`config.mk`:
```
export PLATFORM = sky130hd
export DESIGN_NAME = bob_except_scan
export DESIGN_NICKNAME = d
export VERILOG_FILES = /design/src/rtl/bob_except_scan.sv
export SDC_FILE = /design/constraint.sdc
export NUM_CORES = 1
export LEC_CHECK = 0
export ABC_CLOCK_PERIOD_IN_PS = 5200
export CAP_MARGIN = 20
export CORE_MARGIN = 2
export CORE_UTILIZATION = 39
export CTS_BUF_LIST = sky130_fd_sc_hd__clkbuf_4 sky130_fd_sc_hd__clkbuf_8 sky130_fd_sc_hd__clkbuf_16
export DETAILED_ROUTE_END_ITERATION = 6
export HOLD_SLACK_MARGIN = 0.06
export PLACE_DENSITY = 0.79
export SYNTH_ARGS = -nofsm -noshare
export SYNTH_HDL_FRONTEND = slang
export SYNTH_SLANG_ARGS = --single-unit
```
`constraint.sdc`:
```
create_clock -name clk -period 5.2 [get_ports clk]
set_clock_uncertainty 0.2 [all_clocks]
set_input_delay 1.04 -clock clk [delete_from_list [all_inputs] [get_ports clk]]
set_output_delay 1.04 -clock clk [all_outputs]
set_load 0.05 [all_outputs]
```
`src/rtl/bob_except_scan.sv`:
```
// rtl/bob_except_scan.sv - retire-side scan of one exception-RAM bundle for the first flagged slot
`ifndef EXCEPT_WIDTH
`define EXCEPT_WIDTH 8
`endif

module bob_except_scan #(
  parameter int DATA_WIDTH = `EXCEPT_WIDTH
) (
  input  logic                  clk,
  input  logic                  rst,
  input  logic                  req_valid,
  output logic                  req_ready,
  input  logic [5:0]            req_addr,
  input  logic [9:0]            req_mask,
  input  logic                  flush,
  output logic                  read_step,
  output logic [5:0]            read_addr,
  input  logic [DATA_WIDTH-1:0] read_data0,
  input  logic [DATA_WIDTH-1:0] read_data1,
  input  logic [DATA_WIDTH-1:0] read_data2,
  input  logic [DATA_WIDTH-1:0] read_data3,
  input  logic [DATA_WIDTH-1:0] read_data4,
  input  logic [DATA_WIDTH-1:0] read_data5,
  input  logic [DATA_WIDTH-1:0] read_data6,
  input  logic [DATA_WIDTH-1:0] read_data7,
  input  logic [DATA_WIDTH-1:0] read_data8,
  input  logic [DATA_WIDTH-1:0] read_data9,
  output logic                  res_valid,
  input  logic                  res_ready,
  output logic                  res_found,
  output logic [3:0]            res_slot,
  output logic [DATA_WIDTH-2:0] res_code,
  output logic [3:0]            res_retire_cnt,
  output logic [15:0]           exc_total
);

  typedef enum logic [1:0] {IDLE, LOOK, HOLD} state_t;

  state_t                state_q;
  logic [9:0]            mask_q;
  logic                  res_valid_q;
  logic                  res_found_q;
  logic [3:0]            res_slot_q;
  logic [DATA_WIDTH-2:0] res_code_q;
  logic [3:0]            res_cnt_q;
  logic [15:0]           exc_total_q;
  logic [15:0]           exc_total_d;

  logic [DATA_WIDTH-1:0] rd [10];
  logic                  scan_found;
  logic [3:0]            scan_slot;
  logic [DATA_WIDTH-2:0] scan_code;
  logic [3:0]            scan_cnt;
  logic                  accept;
  logic                  deliver;

  assign rd[0] = read_data0;
  assign rd[1] = read_data1;
  assign rd[2] = read_data2;
  assign rd[3] = read_data3;
  assign rd[4] = read_data4;
  assign rd[5] = read_data5;
  assign rd[6] = read_data6;
  assign rd[7] = read_data7;
  assign rd[8] = read_data8;
  assign rd[9] = read_data9;

  assign req_ready = rst && (state_q == IDLE) && !flush;
  assign accept    = req_valid && req_ready;
  assign read_step = accept;
  assign read_addr = req_addr;

  // Masked slots counted until the first flagged one; if none is flagged this is popcount(mask).
  always_comb begin
    scan_found = 1'b0;
    scan_slot  = 4'd0;
    scan_code  = '0;
    scan_cnt   = 4'd0;
    for (int i = 0; i < 10; i++) begin
      if (!scan_found && mask_q[i]) begin
        if (rd[i][0]) begin
          scan_found = 1'b1;
          scan_slot  = 4'(i);
          scan_code  = rd[i][DATA_WIDTH-1:1];
        end else begin
          scan_cnt = scan_cnt + 4'd1;
        end
      end
    end
  end

  assign deliver = (state_q == HOLD) && !flush && res_ready;

  always_comb begin
    exc_total_d = exc_total_q;
    if (deliver && res_found_q && (exc_total_q != 16'hFFFF)) begin
      exc_total_d = exc_total_q + 16'd1;
    end
  end

  always_ff @(posedge clk or negedge rst) begin
    if (!rst) begin
      state_q     <= IDLE;
      mask_q      <= '0;
      res_valid_q <= 1'b0;
      res_found_q <= 1'b0;
      res_slot_q  <= '0;
      res_code_q  <= '0;
      res_cnt_q   <= '0;
      exc_total_q <= '0;
    end else begin
      exc_total_q <= exc_total_d;
      if (flush) begin
        state_q     <= IDLE;
        res_valid_q <= 1'b0;
        res_found_q <= 1'b0;
        res_slot_q  <= '0;
        res_code_q  <= '0;
        res_cnt_q   <= '0;
      end else begin
        case (state_q)
          IDLE: begin
            if (accept) begin
              mask_q  <= req_mask;
              state_q <= LOOK;
            end
          end
          LOOK: begin
            res_valid_q <= 1'b1;
            res_found_q <= scan_found;
            res_slot_q  <= scan_slot;
            res_code_q  <= scan_code;
            res_cnt_q   <= scan_cnt;
            state_q     <= HOLD;
          end
          HOLD: begin
            if (res_ready) begin
              res_valid_q <= 1'b0;
              res_found_q <= 1'b0;
              res_slot_q  <= '0;
              res_code_q  <= '0;
              res_cnt_q   <= '0;
              state_q     <= IDLE;
            end
          end
          default: state_q <= IDLE;
        endcase
      end
    end
  end

  assign res_valid      = res_valid_q;
  assign res_found      = res_found_q;
  assign res_slot       = res_slot_q;
  assign res_code       = res_code_q;
  assign res_retire_cnt = res_cnt_q;
  assign exc_total      = exc_total_q;

endmodule
```
Word-level counts from Yosys, hierarchy flattened
Cells that the tools add are included.
Cells by class
  equal/unequal tests: 5
  bitwise operators: 1
  reductions and logical operators: 31
  add/subtract/negate cells: 10
  muxes and demuxes: 95
Operators with widths (number)
  two-way mux 7 bit: 22
  two-way mux 4 bit: 37
  adder 4 x 1 -> 4 bit, second input constant: 9
  two-way mux 1 bit: 27
  adder 16 x 1 -> 16 bit, second input constant: 1
  logical AND 1 bit: 16
  != test 16 bit, second input constant: 1
  one-hot mux 4 bit (2 select lines): 2
  one-hot mux 7 bit (2 select lines): 1
  logical NOT 1 bit: 10
  two-way mux 2 bit: 3
  != test 3 bit, second input constant: 2
  one-hot mux 2 bit (3 select lines): 1
  one-hot mux 1 bit (2 select lines): 2
  AND reduction 2 bit: 2
  AND reduction 3 bit: 1
  nonzero test 3 bit: 1
  == test 2 x 1 -> 1 bit, second input constant: 1
  == test 2 bit, second input constant: 1
  logical NOT 2 bit: 1
  inverter 1 bit: 1
Word-level totals
  word-level logic and storage cells: 150
  bits in registers: 45
  output and inout bits: 41
  input bits: 101

Depth between registers and ports, before layout
  depth in word-level cells: 31
  mapped depth: 30
  mapped depth without buffers: 30

Worst setup path after synthesis
Ideal clock, no wire load.
  path type: input to register
  start point: input read_data0[0]
  end point: register res_cnt_q[2], in the netlist res_retire_cnt[2]
  stages on the path: 30
  setup slack: -0.968 ns
  path buffers: 0
  data arrival time: 5.847 ns
  required time: 4.879 ns
  library setup time: 0.121 ns
  path through: nor2b_1 -> ha_1 -> mux2i_2 -> nor2_1 -> ha_1 -> nand3b_1 -> o32ai_4 -> ha_1 -> nand3b_1 -> and3_1 -> nand3_1 -> o211ai_1 -> or2_1 -> inv_1 -> ha_1 -> xnor2_1 -> a221oi_4 -> ha_1 -> mux2i_1 -> inv_1 -> ha_1 -> nand2_1 -> nand2_1 -> a21oi_1 -> inv_1 -> ha_1 -> nand2_1 -> xnor2_1 -> xor2_1 -> a22o_1
On the way
  cells in the longest elaborated chain, start to end: 31
  elaborated cells on any way between the ends: 67
  those cells by class: 9 x add/sub; 40 x mux; 18 x reduce/logical
Ends and longest elaborated chain
  start: declaration: line 18  | input logic [DATA_WIDTH-1:0] read_data0,
  two-way mux 1 bit: line 81  | if (rd[i][0]) begin
  two-way mux 1 bit: line 80  | if (!scan_found && mask_q[i]) begin
  adder 4 x 1 -> 4 bit or logical NOT 1 bit (tied branches): line 86, 80
  two-way mux 4 bit or logical AND 1 bit (tied branches): line 81, 80
  two-way mux 4 bit or two-way mux 1 bit (tied branches): line 80
  adder 4 x 1 -> 4 bit or logical NOT 1 bit (tied branches): line 86, 80
  two-way mux 4 bit or logical AND 1 bit (tied branches): line 81, 80
  two-way mux 4 bit or two-way mux 1 bit (tied branches): line 80
  [15 not listed]
  adder 4 x 1 -> 4 bit or logical NOT 1 bit (tied branches): line 86, 80
  two-way mux 4 bit or logical AND 1 bit (tied branches): line 81, 80
  two-way mux 4 bit or two-way mux 1 bit (tied branches): line 80
  adder 4 x 1 -> 4 bit or logical NOT 1 bit (tied branches): line 86, 80
  two-way mux 4 bit or logical AND 1 bit (tied branches): line 81, 80
  two-way mux 4 bit (*): line 80
  one-hot mux 4 bit (2 select lines) (*): line 121  | case (state_q)
  two-way mux 4 bit (*): line 113  | if (flush) begin
  end signal: assignment: line 133  | res_cnt_q <= scan_cnt;
  end: declaration: line 45  | logic [3:0] res_cnt_q;
Every way passes the cells marked *; elsewhere a longest branch is shown, timed or not.
A chain may end at the register's enable or synchronous reset.

Worst setup path after layout
  start point: input read_data0[0]
  end point: register res_cnt_q[3], in the netlist res_retire_cnt[3]
Same word-level chain as after synthesis.

==> impl_metrics.toml <==
[routing]
firstDrtPassIters = 7
via_per_inst = 5.69
drc = 0
postRouteAntennaNets = 0
num_vias = 3758
wl_um = 12100
wl_per_cell_um = 18.3
drtIter0Drc = 255

[yosys]
syn-num-nets = 470
avgSynthCellArea_sq_um = 9.28
synth.ff_latch_count = 45
yosys.area.top_type = "dfrtp_1"
ys_seq_area_frac = 0.337
postSynthCellCount = 360
synth_cell_types = 63
synth_ff_type = "dfrtp_1"
yosysWarnings = 0
synthTopCellsByArea = "dfrtp_1 34%, nand2_1 6.3%, xnor2_1 5.0%, mux2_2 3.7%, a22o_1 3.4%"
syn_area_sq_um = 3340
yosys.area.top_type_share = 0.337
synthArstFlopShare = 1.00
synth-edff-count = 0

[placement]
post-dp-hpwl_um = 8760
place.gp.congestion = 0.910
place_inst = 625
postPlaceCellArea_sq_um = 5050
portBuffers = 129

[setup_path]
crit_path_end_kind = "flop"
cp_slowest_cell = "xnor3_1"
cp_max_fo = 2
crit_path_start_kind = "input pin"
crit_top_cell = "buf_4"
path_class = "in -> reg"
rrSetupSlack_ns = -0.33
cpPeakStageDelay_ns = 0.43
critical_path_arrival_ns = 5.94
crit_required_ns = 5.21

[clock_network]
clock_latency_ns = 0.31
htreeDepth = 2
cts_root_buffer = "clkbuf_8"
cts_buffers = 5
clk_pin_slew_ns = 0.10
cts.sink_count = 45
postCtsHoldBufs = 0
cts_tree = "done"
cts.path.max_buffers = 2

[finish]
multiInputGateArea_sq_um = 2270
antenna_cells = 0
seq_area_sq_um = 1130
stdcell_area_sq_um = 5500
instances_no_fill = 661
drive_gt1_frac = 0.250
nFillCells = 641
syn_to_final_growth_pct = 64.7
final_nets = 665

[floorplanning]
die_area_sq_um = 9320
die_x_um = 96.6
num_io_pins = 142
core.rowCount = 33
core_sq_um = 8260
die_h_um = 96.6
start_util = 0.405

[pwr]
vdd_ir_drop_max_v = 0.000151
leakagePower_uw = 0.00237
power_density_nw_per_um2 = 273

[sta]
worst_slew_pin_slew_ns = 1.10
hold_viol = 0
setup_viol = 3
report.final.slew_viol_count = 0
setup_ws_ns = -0.730
relSlewSlack = 0.265
fmaxAchievable_mhz = 169
timing.setup.tns_ns = -1.62
grt_setup_unrepaired = "yes"
fin_crit_ns = 5.93
period_share = 1.14

[global_route]
grt_usage = 0.260
overflow = 0
grt_pass1_wl_um = 18400
grt_max_degree = 46
first_global_vias = 3707
antenna_found_initial = 0

[outcome]
violations = "setup timing"
status = "complete, but fails checks"

[worst_hold_path]
hold_class = "reg -> reg"

[job]
cap_viol_max_count = 0
## cells in the mapped netlist (all sizes together), types with 2 or more instances
master	number
or3b	2
mux2i	2
and2	7
nand2b	4
nor4b	2
mux2	11
nand3	22
clkbuf	6
a22oi	14
or3	2
a211o	3
xnor3	2
a222oi	8
nor4	4
and3	6
nand3b	3
a21oi	8
nand2	56
buf	8
xnor2	20
o21ai	4
and3b	2
nand4	6
inv	10
a221oi	8
o211ai	5
nor3b	7
a31oi	3
dfrtp	45
nor3	4
a22o	13
nor2	22
xor2	7
a211oi	2
ha	9
a41oi	2
nor2b	6
## report_power, final
group / switching, uW / internal [uW] / leakage, uW
clock network: 139 / 102 / 0.0000511
logic: 402 / 456 / 0.00172
registers: 29.0 / 374 / 0.000605
total: 570 / 931 / 0.00237
## critical path: cells and delay by family
kind / cells / cell delay (ns)
AOI/OAI and AO/OA: 2 / 0.30
xor gates and xnor gates: 3 / 0.84
adders and majority gates: 1 / 0.22
buffers and inverters: 22 / 2.74
muxes: 1 / 0.18
and+or+nand+nor: 3 / 0.63
## through the flow
stage / utilization / total power (uW) / setup WS (ns) / hold slack, ns
global placement: 0.612 / 1050 / -1.12 / 0.255
global route: 0.666 / 1570 / -0.772 / 0.327
finish: 0.666 / 1500 / -0.730 / 0.294
CTS: 0.654 / 1420 / -0.517 / 0.297
floorplan: - / 803 / -0.824 / 0.293
detailed placement: 0.612 / 1060 / -1.31 / 0.264
## layout make-up
cell class                 count  share of cell area
multi-input combinational    291               0.413
timing repair buffer         202               0.333
sequential                    45               0.205
tap                          105              0.0239
clock buffer                   5              0.0125
inverter                      10             0.00682
clock inverter                 3             0.00523
## sequential cells by signal, indices dropped and copies added, names as in the netlist
register        cells
exc_total          16
mask_q             10
res_code            7
res_found           1
res_retire_cnt      4
res_slot            4
res_valid           1
state_q             2
## worst paths after layout
| check | endpoint | cells past startpoint | startpoint |
|---|---|---|---|
| max in group asynchronous | res_retire_cnt[0] | 2 | rst |
| min | res_slot[3] | 2 | res_slot[3] |
| max | res_retire_cnt[3] | 32 | read_data0[0] |
| max reg2reg | res_retire_cnt[3] | 31 | mask_q[0] |
| min reg2reg | res_slot[3] | 2 | res_slot[3] |
| min in group asynchronous | res_code[3] | 2 | rst |
## routing by layer
layer | track usage | vias to the layer above | wire length (um)
li1 | - | 1736 | -
met1 | 0.321 | 1810 | 4880
met2 | 0.443 | 170 | 5900
met3 | 0.0520 | 42 | 835
met4 | 0.108 | 0 | 483
met5 | 0 | - | 0
## kinds of logic after synthesis
logic type,synth area share
AO/OA/AOI/OAI,0.203
flip-flops,0.337
adder cells (fa/ha/maj),0.0337
AND/OR/NAND/NOR,0.248
XOR/XNOR,0.0963
multiplexers,0.0442
buffers and inverters,0.0382
## placed cells by master, fill, tap and decap left out, types with 6 or more instances in the layout
cell type | synthesis | layout
clkdlybuf4s50_1 | 0 | 126
buf_4 | 6 | 73
nand2_1 | 56 | 52
dfrtp_1 | 45 | 45
nor2_1 | 22 | 21
nand3_1 | 21 | 20
xnor2_1 | 19 | 16
a22oi_1 | 13 | 13
a22o_1 | 13 | 13
mux2_2 | 11 | 11
a222oi_1 | 8 | 8
and2_1 | 7 | 7
a221oi_1 | 7 | 7
nand4_1 | 6 | 6
a21oi_1 | 8 | 6
inv_1 | 10 | 6
xor2_1 | 6 | 6
## what timing repair did
action,in CTS,in global routing
pin swaps,21,23
resized for setup,21,17
setup buffers,26,2
setup endpoints to repair,3,3
No activity file was read; power rests on OpenSTA's default activity.
